$ cat config.mk
export PLATFORM = sky130hd
export DESIGN_NAME = ps2_host_tx
export DESIGN_NICKNAME = d
export VERILOG_FILES = /design/src/rtl/ps2_pkg.sv /design/src/rtl/ps2_line_sync.sv /design/src/rtl/ps2_host_tx.sv
export SDC_FILE = /design/constraint.sdc
export NUM_CORES = 1
export LEC_CHECK = 0
export ABC_AREA = 1
export CORE_ASPECT_RATIO = 1.1
export CORE_MARGIN = 2
export CORE_UTILIZATION = 65
export CTS_CLUSTER_DIAMETER = 80
export CTS_CLUSTER_SIZE = 8
export DETAILED_ROUTE_END_ITERATION = 10
export PLACE_DENSITY = 0.88
export SLEW_MARGIN = 40
export SYNTH_ARGS = -nofsm -noshare
export SYNTH_HDL_FRONTEND = slang
export SYNTH_SLANG_ARGS = --single-unit
$ cat constraint.sdc
create_clock -name clk -period 3.1 [get_ports clk]
set_input_delay 0.62 -clock clk [delete_from_list [all_inputs] [get_ports clk]]
set_output_delay 0.62 -clock clk [all_outputs]
set_load 0.02 [all_outputs]
$ cat src/rtl/ps2_pkg.sv
// Shared definitions for the PS/2 host-side blocks: transmitter states,
// common command bytes and the device ACK response.
package ps2_pkg;

    typedef enum logic [2:0] {
        IDLE,
        INHIBIT,
        WAIT_DEV,
        DATA,
        PARITY,
        STOP,
        ACK_WAIT
    } ps2_tx_state_t;

    localparam logic [7:0] PS2_CMD_SET_LED = 8'hED;
    localparam logic [7:0] PS2_CMD_RESET   = 8'hFF;
    localparam logic [7:0] PS2_CMD_ENABLE  = 8'hF4;
    localparam logic [7:0] PS2_RSP_ACK     = 8'hFA;

    // PS/2 frames carry odd parity over the eight data bits.
    function automatic logic odd_parity(input logic [7:0] b);
        return ~^b;
    endfunction

endpackage

$ cat src/rtl/ps2_line_sync.sv
// Synchronises the PS/2 clock and data pins and detects clock falling edges.
// Define PS2_TX_GLITCH_FILTER_EN to add a 4-sample stability filter on the clock.
module ps2_line_sync (
    input  logic clk,
    input  logic resetn,
    input  logic ps2_clk,
    input  logic ps2_data,
    output logic clk_sync,
    output logic data_sync,
    output logic fall
);

    logic [1:0] clk_ff;
    logic [1:0] data_ff;
    logic       clk_prev;

    // Lines idle high, so the synchronisers reset to 1 to avoid a false edge.
    always_ff @(posedge clk or negedge resetn) begin
        if (!resetn) begin
            clk_ff  <= 2'b11;
            data_ff <= 2'b11;
        end else begin
            clk_ff  <= {clk_ff[0], ps2_clk};
            data_ff <= {data_ff[0], ps2_data};
        end
    end

`ifdef PS2_TX_GLITCH_FILTER_EN
    logic [3:0] clk_hist;
    logic       clk_filt;

    always_ff @(posedge clk or negedge resetn) begin
        if (!resetn) begin
            clk_hist <= 4'hF;
            clk_filt <= 1'b1;
        end else begin
            clk_hist <= {clk_hist[2:0], clk_ff[1]};
            if (clk_hist == 4'hF)
                clk_filt <= 1'b1;
            else if (clk_hist == 4'h0)
                clk_filt <= 1'b0;
        end
    end

    assign clk_sync = clk_filt;
`else
    assign clk_sync = clk_ff[1];
`endif

    always_ff @(posedge clk or negedge resetn) begin
        if (!resetn)
            clk_prev <= 1'b1;
        else
            clk_prev <= clk_sync;
    end

    assign fall      = clk_prev & ~clk_sync;
    assign data_sync = data_ff[1];

endmodule

$ cat src/rtl/ps2_host_tx.sv
// Host-to-device PS/2 transmitter: request-to-send, 11-bit frame, ACK check.
// Clock filtering in ps2_line_sync is enabled by PS2_TX_GLITCH_FILTER_EN.
//
// state    | meaning
// IDLE     | ready for a command byte
// INHIBIT  | clock held low; start bit driven in the last cycle
// WAIT_DEV | clock released, waiting for the first device clock fall
// DATA     | shifting out data bits on device clock falls
// PARITY   | parity bit on the line
// STOP     | data released for the stop bit; next fall samples ACK
// ACK_WAIT | waiting for both lines to return high
module ps2_host_tx
    import ps2_pkg::*;
#(
    parameter int INHIBIT_CYCLES = 5000,
    parameter int TIMEOUT_CYCLES = 750000
) (
    input  logic       clk,
    input  logic       resetn,
    input  logic       tx_valid,
    input  logic [7:0] tx_data,
    output logic       tx_ready,
    input  logic       ps2_clk,
    input  logic       ps2_data,
    output logic       ps2_clk_drive_low,
    output logic       ps2_data_drive_low,
    output logic       busy,
    output logic       done,
    output logic       err_nack,
    output logic       err_timeout
);

    localparam int MAX_CYC = (TIMEOUT_CYCLES > INHIBIT_CYCLES) ? TIMEOUT_CYCLES : INHIBIT_CYCLES;
    localparam int CW      = $clog2(MAX_CYC) + 1;

    localparam logic [CW-1:0] INH_LOAD = CW'(INHIBIT_CYCLES - 1);
    localparam logic [CW-1:0] TO_LOAD  = CW'(TIMEOUT_CYCLES - 1);

    ps2_tx_state_t state;
    logic [7:0]    byte_q;
    logic          parity_q;
    logic [3:0]    idx;
    logic [CW-1:0] timer;
    logic          clk_drive;
    logic          data_drive;
    logic          clk_sync;
    logic          data_sync;
    logic          fall;

    ps2_line_sync u_sync (
        .clk       (clk),
        .resetn    (resetn),
        .ps2_clk   (ps2_clk),
        .ps2_data  (ps2_data),
        .clk_sync  (clk_sync),
        .data_sync (data_sync),
        .fall      (fall)
    );

    // One down-counter serves both the inhibit period and the edge timeout.
    always_ff @(posedge clk or negedge resetn) begin
        if (!resetn) begin
            state       <= IDLE;
            byte_q      <= '0;
            parity_q    <= 1'b0;
            idx         <= '0;
            timer       <= '0;
            clk_drive   <= 1'b0;
            data_drive  <= 1'b0;
            done        <= 1'b0;
            err_nack    <= 1'b0;
            err_timeout <= 1'b0;
        end else begin
            done <= 1'b0;
            case (state)
                IDLE: begin
                    if (tx_valid) begin
                        byte_q      <= tx_data;
                        parity_q    <= odd_parity(tx_data);
                        idx         <= '0;
                        timer       <= INH_LOAD;
                        err_nack    <= 1'b0;
                        err_timeout <= 1'b0;
                        clk_drive   <= 1'b1;
                        state       <= INHIBIT;
                    end
                end
                INHIBIT: begin
                    if (timer == CW'(1))
                        data_drive <= 1'b1;
                    if (timer == '0) begin
                        clk_drive  <= 1'b0;
                        data_drive <= 1'b1;
                        timer      <= TO_LOAD;
                        state      <= WAIT_DEV;
                    end else begin
                        timer <= timer - 1'b1;
                    end
                end
                default: begin
                    if (state == ACK_WAIT && clk_sync && data_sync) begin
                        done  <= 1'b1;
                        state <= IDLE;
                    end else if (fall) begin
                        timer <= TO_LOAD;
                        case (state)
                            WAIT_DEV: begin
                                data_drive <= ~byte_q[0];
                                idx        <= 4'd1;
                                state      <= DATA;
                            end
                            DATA: begin
                                if (idx == 4'd8) begin
                                    data_drive <= ~parity_q;
                                    state      <= PARITY;
                                end else begin
                                    data_drive <= ~byte_q[idx[2:0]];
                                    idx        <= idx + 4'd1;
                                end
                            end
                            PARITY: begin
                                data_drive <= 1'b0;
                                state      <= STOP;
                            end
                            STOP: begin
                                err_nack <= data_sync;
                                state    <= ACK_WAIT;
                            end
                            default: ;
                        endcase
                    end else if (timer == '0) begin
                        clk_drive   <= 1'b0;
                        data_drive  <= 1'b0;
                        err_timeout <= 1'b1;
                        done        <= 1'b1;
                        state       <= IDLE;
                    end else begin
                        timer <= timer - 1'b1;
                    end
                end
            endcase
        end
    end

    assign ps2_clk_drive_low  = clk_drive;
    assign ps2_data_drive_low = data_drive;
    assign busy               = (state != IDLE);
    assign tx_ready           = (state == IDLE);

endmodule

## Word level (Yosys, flattened, before mapping)

Cells that the tools add are included.

- Bits in registers: 47
- Output and inout port bits: 7
- Logic and storage cells: 113

- Add/subtract/negate cells: 2
- $lt $le $gt $ge: 1
- Eq/ne operators: 21
- Multiplexer cells: 48
- Bitwise operators: 7
- Reduce and logical (&&, ||, !) cells: 21

Operators with widths:

| cell | number |
|---|---|
| $mux W21 | 5 |
| $pmux W21 S2 | 1 |
| $mux W1 | 22 |
| $eq A21 B1 Y1 const B | 1 |
| $logic_not A21 Y1 | 1 |
| $sub A21 B1 Y21 const B | 1 |
| $reduce_and A5 Y1 | 4 |
| $mux W3 | 6 |
| $mux W4 | 4 |
| $pmux W4 S2 | 2 |
| $pmux W3 S4 | 1 |
| $eq A3 B3 Y1 const B | 3 |
| $reduce_bool A3 Y1 | 3 |
| $ne A2 B2 Y1 const B | 4 |
| $ne A8 B2 Y1 const B | 1 |
| $pmux W1 S2 | 4 |
| $reduce_xnor A8 Y1 | 1 |
| $eq A3 B2 Y1 const B | 2 |
| $ne A3 B2 Y1 const B | 2 |
| $ne A3 B3 Y1 const B | 2 |
| $ne A6 B6 Y1 const B | 1 |
| $not A1 Y1 | 6 |
| $pmux W3 S2 | 1 |
| $reduce_and A3 Y1 | 2 |
| 17 further kinds | 20 |

## Depth between registers and ports, before layout

Gate-level depths: netlist of run 1.

- Word-level depth: 8
- Gate-level depth with buffers: 13
- Depth with buffers taken out: 12

## By module

Synthesis of run 1 repeated with hierarchy kept, for this count alone.

- Cell total of the unflattened synthesis: 456
- Area total of the unflattened synthesis: 3191.8 µm²

Modules (own cells, without submodules):

| module | instances | cells an instance | area an instance (µm²) | sequential area each (µm²) |
|---|---|---|---|---|
| ps2_host_tx | 1 | 449 | 3050.4 | 1051.0 |
| ps2_line_sync | 1 | 7 | 141.4 | 131.4 |

## Worst setup path before layout of run 1

Ideal clock, no wire load.

- Path type: flip-flop to flip-flop
- From: reg timer[0]
- To: reg timer[12]
- Library setup time: 0.116 ns
- Data arrival time: 1.635 ns
- Setup slack: 1.348 ns
- Cell stages (with the launch flop): 13
- Path buffers: 1
- Cells stage by stage: dfrtp_1 > inv_1 > ha_1 > nand2_4 > nor2_8 > nand2_4 > nor2_8 > nand2_4 > nand2_8 > inv_2 > buf_6 > nand2_1 > nand2_1

- Word-level cells in the longest chain between the ends: 5

Ends and longest elaborated chain:

| what | line | RTL |
|---|---|---|
| from (decl) | ps2_host_tx.sv:43 | `logic [CW-1:0] timer;` |
| from (signal assigned) | ps2_host_tx.sv:97 | `timer <= timer - 1'b1;` |
| from (signal assigned) | ps2_host_tx.sv:138 | `timer <= timer - 1'b1;` |
| $sub A21 B1 Y21 | ps2_host_tx.sv:97, ps2_host_tx.sv:138 |  |
| $mux W21 | ps2_host_tx.sv:131 | `end else if (timer == '0) begin` |
| $mux W21 | ps2_host_tx.sv:104 | `end else if (fall) begin` |
| $mux W21 | ps2_host_tx.sv:101 | `if (state == ACK_WAIT && clk_sync && data_sync) begin` |
| $pmux W21 S2 | ps2_host_tx.sv:75 | `case (state)` |

Several ways; a longest one is shown, not always the timed one. The select of a mux whose other input is x is not followed.
A chain may end at the register's enable or synchronous reset.

## Worst setup path after layout of run 1

- From: reg state[1]
- To: out tx_ready

- Word-level cells in the longest chain between the ends: 1

Ends and longest elaborated chain:

| what | line | RTL |
|---|---|---|
| from (decl) | ps2_host_tx.sv:39 | `ps2_tx_state_t state;` |
| from (signal assigned) | ps2_host_tx.sv:63 | `state <= IDLE;` |
| from (signal assigned) | ps2_host_tx.sv:85 | `state <= INHIBIT;` |
| from (signal assigned) | ps2_host_tx.sv:95 | `state <= WAIT_DEV;` |
| $logic_not A3 Y1 | ps2_host_tx.sv:148 | `assign tx_ready = (state == IDLE);` |
| to (decl) | ps2_host_tx.sv:22 | `output logic tx_ready,` |

Every way passes these cells.

==> flow_metrics.env, run 1 <==
export IMPL_outcome="complete, no violations"
export IMPL_slew_limit_headroom_pct=60.8
export IMPL_clock_sinks=47
export IMPL_postPlaceCellArea_mm2=0.00345
export IMPL_design_portCount=20
export IMPL_drt_wl_total_mm=7.47
export IMPL_vias=3075
export IMPL_global_route_wire_length_before_repair_mm=13.3
export IMPL_dr_max_layer_used="met4"
export IMPL_postSynth_topFlopCell="dfrtp_1"
export IMPL_yosysWarningCount=0
export IMPL_slew_viol_final=0
export IMPL_critical_path_startpoint="state[1]"
export IMPL_synthToLayoutAreaGrowth_pct=9.19
export IMPL_crit_path_max_fanout=12
export IMPL_postSynthCellCount=456
export IMPL_remaining_drc_errors=0
export IMPL_timing_rr_end="state[1]"
export IMPL_core_area_mm2=0.00493
export IMPL_cts_resized=0
export IMPL_rows=27
export IMPL_drt_pass1_iter_count=7
export IMPL_htree_levels=2
export IMPL_first_global_vias=2987
export IMPL_finalSetupViolations=0
export IMPL_placed_cells=523
export IMPL_initial_utilization_pct=66.0
export IMPL_die_width_um=71.5
export IMPL_tightestPinTransition_ns=0.588
export IMPL_cts_setup_buffers=0
export IMPL_antenna_found_initial=0
export IMPL_final_min_clock_period_ns=2.49
export IMPL_min_period_over_period_pct=80.2
export IMPL_final_common_cell="nand2_1"
export IMPL_synth_distinct_cells=40
export IMPL_maxCapViolCount=0
export IMPL_synth_area_per_cell_um2=7.14
export IMPL_die_y_um=78.2
export IMPL_crit_required_ns=2.48
export IMPL_cts_buffers=5
export IMPL_worst_r2r_path_depth=11
export IMPL_tritoncts_clock_tree="built"
export IMPL_final_cells=531
export IMPL_cts_stage_hold_buffer_count=0
export IMPL_diode_insertion_count_for_antenna_repair=0
export IMPL_worst_ep_arrival_time_ns=1.87
export IMPL_met2_length_mm=3.70
export IMPL_final_net_count=491
export IMPL_setup_total_negative_slack_ns=0
export IMPL_design_area_mm2=0.00355
export IMPL_post_drt_wl_per_cell_um=14.1
export IMPL_worst_hold_path_type="primary input to asynchronous set/reset pin"
export IMPL_dr_wl_met3_um=501
export IMPL_ys_ff_latch=47
export IMPL_synth_cell_area_mm2=0.00325
export IMPL_critPathKind="flop to output port"
export IMPL_global_placer_s_final_weighted_congestion=0.924
export IMPL_fmax_mhz=402
export IMPL_grt_max_degree=48
export IMPL_most_common_layout_cells="147 x nand2_1, 49 x nor2_1, 46 x nand3_1"
export IMPL_fraction_of_final_layout_cells_sized_beyond_drive_strength_1_pct=12.1
export IMPL_timing_critical_path_from_type="flop"
export IMPL_grt_overflow_total=0
export IMPL_pwrdens_mw_per_mm2=923
export IMPL_clock_root_buffer="clkbuf_8"
export IMPL_dpl_hpwl_mm=5.50
export IMPL_power_ir_vdd_worst_mv=0.663
export IMPL_syn_num_nets=475
export IMPL_synth_edf_count=0
export IMPL_final_setup_skew_ns=0.0101
export IMPL_grt_setup_unrepaired="false"
export IMPL_cts_clk_slew_worst_paths_ns=0.10
export IMPL_grtUsageTotal_pct=29.9
export IMPL_antenna_violating_nets_post_route=0
export IMPL_clk_insertion_delay_late_ns=0.31
export IMPL_async_reset_ff_share_pct=100
export IMPL_post_drt_via_cell_ratio=5.79
export IMPL_critical_path_reg2reg_startpoint="timer[0]"
export IMPL_static_leakage_nw=1.83
export IMPL_hold_violations_final=0
export IMPL_io_buffers=19
export IMPL_holdWs_ns=0.298
export IMPL_yosysSeqAreaShare_pct=36.3
export IMPL_ff2ff_setup_slack_ns=0.98
export IMPL_met1_length_mm=3.00
export IMPL_clockBufferDepth=2
export IMPL_crit_path_end_kind="output port"
export IMPL_detailedRoute_firstIterationViolations=333
export IMPL_die_outline_area_mm2=0.00559
[logic make-up after synthesis]
| group | share of synthesized area [%] |
|---|---|
| muxes | 2.77 |
| and+or+nand+nor | 40.6 |
| adders and majority gates | 2.31 |
| buffers and inverters | 7.61 |
| DFF | 36.3 |
| AOI/OAI and AO/OA | 6.84 |
| xor gates and xnor gates | 3.50 |
[cell type report]
| class | count | area [um^2] |
|---|---|---|
| clock buffer | 7 | 96.3 |
| clock inverter | 1 | 7.51 |
| fill | 412 | 1380 |
| inverter | 44 | 168 |
| multi-input combinational | 353 | 1820 |
| sequential | 47 | 1180 |
| tap | 58 | 72.6 |
| timing repair buffer | 21 | 203 |
[state kept, by name, indices dropped and copies added, names as in the netlist]
register            cells
timer                  21
ps2_data_drive_low      1
ps2_clk_drive_low       1
u_sync.clk_ff           2
err_nack                1
err_timeout             1
byte_q                  8
parity_q                1
u_sync.data_ff          2
idx                     4
done                    1
u_sync.clk_prev         1
state                   3
[power breakdown]
part | internal [mW] | total (mW) | switching [mW]
logic | 0.641 | 1.81 | 1.17
registers | 0.825 | 1.05 | 0.230
clock network | 0.203 | 0.420 | 0.216
total | 1.67 | 3.28 | 1.61
[Yosys cell counts (2+ instances only)]
| cell type | count | share of area, % |
|---|---|---|
| nand4_1 | 9 | 1.7 |
| a21oi_1 | 9 | 1.4 |
| buf_6 | 2 | 0.69 |
| xnor2_1 | 6 | 1.6 |
| nor2_1 | 49 | 5.7 |
| nand2_2 | 5 | 0.96 |
| nor2_2 | 7 | 1.3 |
| nand2_1 | 147 | 17 |
| xor2_1 | 7 | 1.9 |
| dfstp_2 | 5 | 4.0 |
| nand3_1 | 46 | 7.1 |
| or2_2 | 2 | 0.38 |
| ha_1 | 6 | 2.3 |
| nor3_1 | 6 | 0.92 |
| clkbuf_1 | 2 | 0.23 |
| inv_1 | 35 | 4.0 |
| o21ai_1 | 4 | 0.62 |
| clkinv_1 | 2 | 0.23 |
| dfrtp_1 | 42 | 32 |
| mux2_2 | 8 | 2.8 |
| inv_2 | 6 | 0.69 |
| o21ai_0 | 18 | 2.8 |
| o21ai_2 | 2 | 0.54 |
| nor2_8 | 3 | 1.8 |
| buf_4 | 4 | 0.92 |
| nor2_4 | 2 | 0.69 |
| nand3b_1 | 3 | 0.69 |
| nand2_4 | 3 | 1.0 |
| o21bai_1 | 2 | 0.46 |
| buf_2 | 4 | 0.62 |
[stage by stage]
| stage | total power, mW | worst slack, ns | util [%] |
|---|---|---|---|
| floorplan | 2.40 | 1.35 | - |
| global placement | 2.78 | 0.955 | 69.9 |
| detailed placement | 2.84 | 0.968 | 69.9 |
| CTS | 3.26 | 0.625 | 72.0 |
| global route | 3.58 | 0.519 | 72.0 |
| finish | 3.28 | 0.613 | 72.0 |
[routing by layer]
metal	GRT usage [%]	up-vias
li1	-	1491
met1	36.7	1401
met5	0	-
met4	13.4	0
met3	5.13	31
met2	50.9	152
[how the worst max path moves through the flow]
stage | to | slack, ns | depth (start not counted)
CTS | tx_ready | 0.62 | 4
detailed placement | tx_ready | 0.97 | 4
global placement | tx_ready | 0.96 | 4
global route | tx_ready | 0.52 | 4
finish | tx_ready | 0.61 | 4
floorplan | timer[12] | 1.35 | 12
[worst max-delay path: stages, from the launching register on]
cell and delay (ns):
dfrtp_1 0.46, nor2_2 0.19, nand2_2 0.19, inv_2 0.12, clkdlybuf4s50_1 0.60
Power figures use the tool's default switching activity.
==> inputs of run 2 (changes only) <==
--- a/config.mk
+++ b/config.mk
@@ -8,11 +8,11 @@
 export ABC_AREA = 1
 export CORE_ASPECT_RATIO = 1.1
 export CORE_MARGIN = 2
-export CORE_UTILIZATION = 65
+export CORE_UTILIZATION = 60
 export CTS_CLUSTER_DIAMETER = 80
 export CTS_CLUSTER_SIZE = 8
 export DETAILED_ROUTE_END_ITERATION = 10
-export PLACE_DENSITY = 0.88
+export PLACE_DENSITY = 0.82
 export SLEW_MARGIN = 40
 export SYNTH_ARGS = -nofsm -noshare
 export SYNTH_HDL_FRONTEND = slang
==> constraint.sdc (replaced) <==
create_clock -name clk -period 2.4 [get_ports clk]
set_input_delay 0.48 -clock clk [delete_from_list [all_inputs] [get_ports clk]]
set_output_delay 0.48 -clock clk [all_outputs]
set_load 0.02 [all_outputs]
==> run 2 against run 1 <==
Net effect:
- register-to-register slack got worse by 0.71 ns
- hold slack got worse by 0.21 ns
- final cell count rose by 3.8%
- routed wire length is 1.2% lower
- power up 28%
- via count is 3.1% lower
- clock power up 27%
==> flow_metrics.env, run 2 (synthesis results as in run 1) <==
export IMPL_outcome="complete, no violations"
export IMPL_final_min_clock_period_ns=2.25
export IMPL_maxCapViolCount=0
export IMPL_rows=28
export IMPL_detailedRoute_firstIterationViolations=228
export IMPL_remaining_drc_errors=0
export IMPL_pwrdens_mw_per_mm2=1170
export IMPL_timing_critical_path_from_type="flop"
export IMPL_hold_violations_final=0
export IMPL_final_net_count=494
export IMPL_grtUsageTotal_pct=27.0
export IMPL_grt_setup_unrepaired="false"
export IMPL_crit_path_max_fanout=12
export IMPL_clock_root_buffer="clkbuf_8"
export IMPL_final_setup_skew_ns=0.0106
export IMPL_die_outline_area_mm2=0.00603
export IMPL_die_width_um=74.2
export IMPL_global_placer_s_final_weighted_congestion=0.891
export IMPL_layout_core_utilization_pct=67.7
export IMPL_cts_resized=0
export IMPL_worst_hold_path_type="primary input to asynchronous set/reset pin"
export IMPL_static_leakage_nw=1.84
export IMPL_most_common_layout_cells="147 x nand2_1, 49 x nor2_1, 46 x nand3_1"
export IMPL_cp_slowest_stage_delay_ns=0.60
export IMPL_grt_overflow_total=0
export IMPL_diode_insertion_count_for_antenna_repair=0
export IMPL_dpl_hpwl_mm=5.63
export IMPL_tightestPinTransition_ns=0.466
export IMPL_worst_ep_arrival_time_ns=1.77
export IMPL_first_global_vias=2742
export IMPL_count_of_filler_cells_inserted_in_the_layout=480
export IMPL_placed_cells=543
export IMPL_multiInputGateArea_mm2=0.00183
export IMPL_die_y_um=81.2
export IMPL_worst_r2r_path_depth=11
export IMPL_synthToLayoutAreaGrowth_pct=10.8
export IMPL_drt_wl_total_mm=7.38
export IMPL_fmax_mhz=445
export IMPL_min_period_over_period_pct=93.7
export IMPL_cts_buffers=5
export IMPL_sequential_cell_area_mm2=0.00118
export IMPL_crit_required_ns=1.92
export IMPL_core_area_mm2=0.00533
export IMPL_drt_pass1_iter_count=5
export IMPL_critPathKind="flop to output port"
export IMPL_clk_insertion_delay_late_ns=0.30
export IMPL_cts_stage_hold_buffer_count=0
export IMPL_critical_path_top_delay_family="buffers and inverters"
export IMPL_clockBufferDepth=2
export IMPL_largest_register="timer"
export IMPL_antenna_violating_nets_post_route=0
export IMPL_initial_utilization_pct=61.1
export IMPL_antenna_found_initial=0
export IMPL_setup_total_negative_slack_ns=0
export IMPL_critical_path_slowest_cell="clkdlybuf4s50_1"
export IMPL_tritoncts_clock_tree="built"
export IMPL_slew_viol_final=0
export IMPL_post_drt_via_cell_ratio=5.41
export IMPL_clock_sinks=47
export IMPL_fraction_of_final_layout_cells_sized_beyond_drive_strength_1_pct=12.6
export IMPL_grt_max_degree=21
export IMPL_final_common_cell="nand2_1"
export IMPL_finalSetupViolations=0
export IMPL_number_of_flip_flops_under_the_largest_register_name=21
export IMPL_design_portCount=20
export IMPL_crit_path_end_kind="output port"
export IMPL_htree_levels=2
export IMPL_cts_clk_slew_worst_paths_ns=0.09
export IMPL_post_drt_wl_per_cell_um=13.4
export IMPL_io_buffers=19
export IMPL_largestRegisters="timer x21, byte_q x8, idx x4"
export IMPL_final_cells=551
export IMPL_cts_setup_buffers=0
export IMPL_total_buffers_and_inverters_traversed_by_the_critical_path=2
export IMPL_worstPathCellList="nor2_4 -> nand2_4 -> inv_2 -> clkdlybuf4s50_1"
export IMPL_vias=2980
export IMPL_global_route_wire_length_before_repair_mm=12.6
export IMPL_power_ir_vdd_worst_mv=0.739
export IMPL_slew_limit_headroom_pct=68.8
export IMPL_path_depth=4
-- run 2: cell types whose count changed in the layout (fill, tap and decap cells not counted) --
cell and change:
nand2_2 -1, buf_4 +2, nand2_4 +1, nor2_4 +1, buf_2 +1, nor2_2 -1
-- run 2: final cells by class --
class	count	share of cell area (%)
Multi-Input combinational cell	353	50.9
Sequential cell	47	32.8
Timing Repair Buffer	24	6.18
Inverter	44	4.65
Clock buffer	7	2.67
Tap cell	75	2.60
Clock inverter	1	0.208
-- run 2: per-stage QoR --
| step | hold WS (ns) | setup WS (ns) | power [mW] | cell area (um^2) |
|---|---|---|---|---|
| after floorplan | 0.184 | 0.648 | 3.10 | 3250 |
| after global placement | 0.348 | 0.318 | 3.60 | 3490 |
| after detailed placement | 0.349 | 0.311 | 3.65 | 3490 |
| after CTS | 0.106 | 0.0509 | 4.19 | 3590 |
| after global routing | 0.120 | 0.0694 | 4.60 | 3600 |
| final | 0.0908 | 0.151 | 4.21 | 3600 |
-- run 2: report_power, final --
| group | total (mW) | switching, mW | leakage [nW] | internal (mW) |
|---|---|---|---|---|
| clock network | 0.534 | 0.272 | 0.0505 | 0.262 |
| registers | 1.36 | 0.297 | 0.587 | 1.06 |
| logic | 2.31 | 1.48 | 1.21 | 0.834 |
| total | 4.21 | 2.05 | 1.84 | 2.16 |
-- run 2: per-layer routing --
metal  vias to the layer above  GRT usage (%)  part of all wire [%]
li1                       1495              -                     -
met1                      1358           35.5                    44
met2                       110           45.4                    49
met3                        17           3.47                   4.4
met4                         0           10.2                   2.4
met5                         -              0                     0
-- run 2: path summary, 6_finish.rpt --
path	end	from	slack, ns
worst max-delay path	tx_ready	state[1]	0.15
worst min-delay path	timer[1]	resetn	0.09
worst max register to register	timer[3]	timer[0]	0.27
worst min register to register	u_sync.data_ff[1]	u_sync.data_ff[0]	0.36
max in group asynchronous	u_sync.data_ff[0]	resetn	1.65
min in group clk	u_sync.data_ff[1]	u_sync.data_ff[0]	0.36
==> inputs of run 3 (changes only) <==
--- a/config.mk
+++ b/config.mk
@@ -10,9 +10,10 @@
 export CORE_MARGIN = 2
 export CORE_UTILIZATION = 60
 export CTS_CLUSTER_DIAMETER = 80
-export CTS_CLUSTER_SIZE = 8
+export CTS_CLUSTER_SIZE = 24
 export DETAILED_ROUTE_END_ITERATION = 10
 export PLACE_DENSITY = 0.82
+export SKIP_CTS_REPAIR_TIMING = 1
 export SLEW_MARGIN = 40
 export SYNTH_ARGS = -nofsm -noshare
 export SYNTH_HDL_FRONTEND = slang
==> results of run 3 <==
Same layout as run 2: the final DEF is identical, and so are final timing and power.
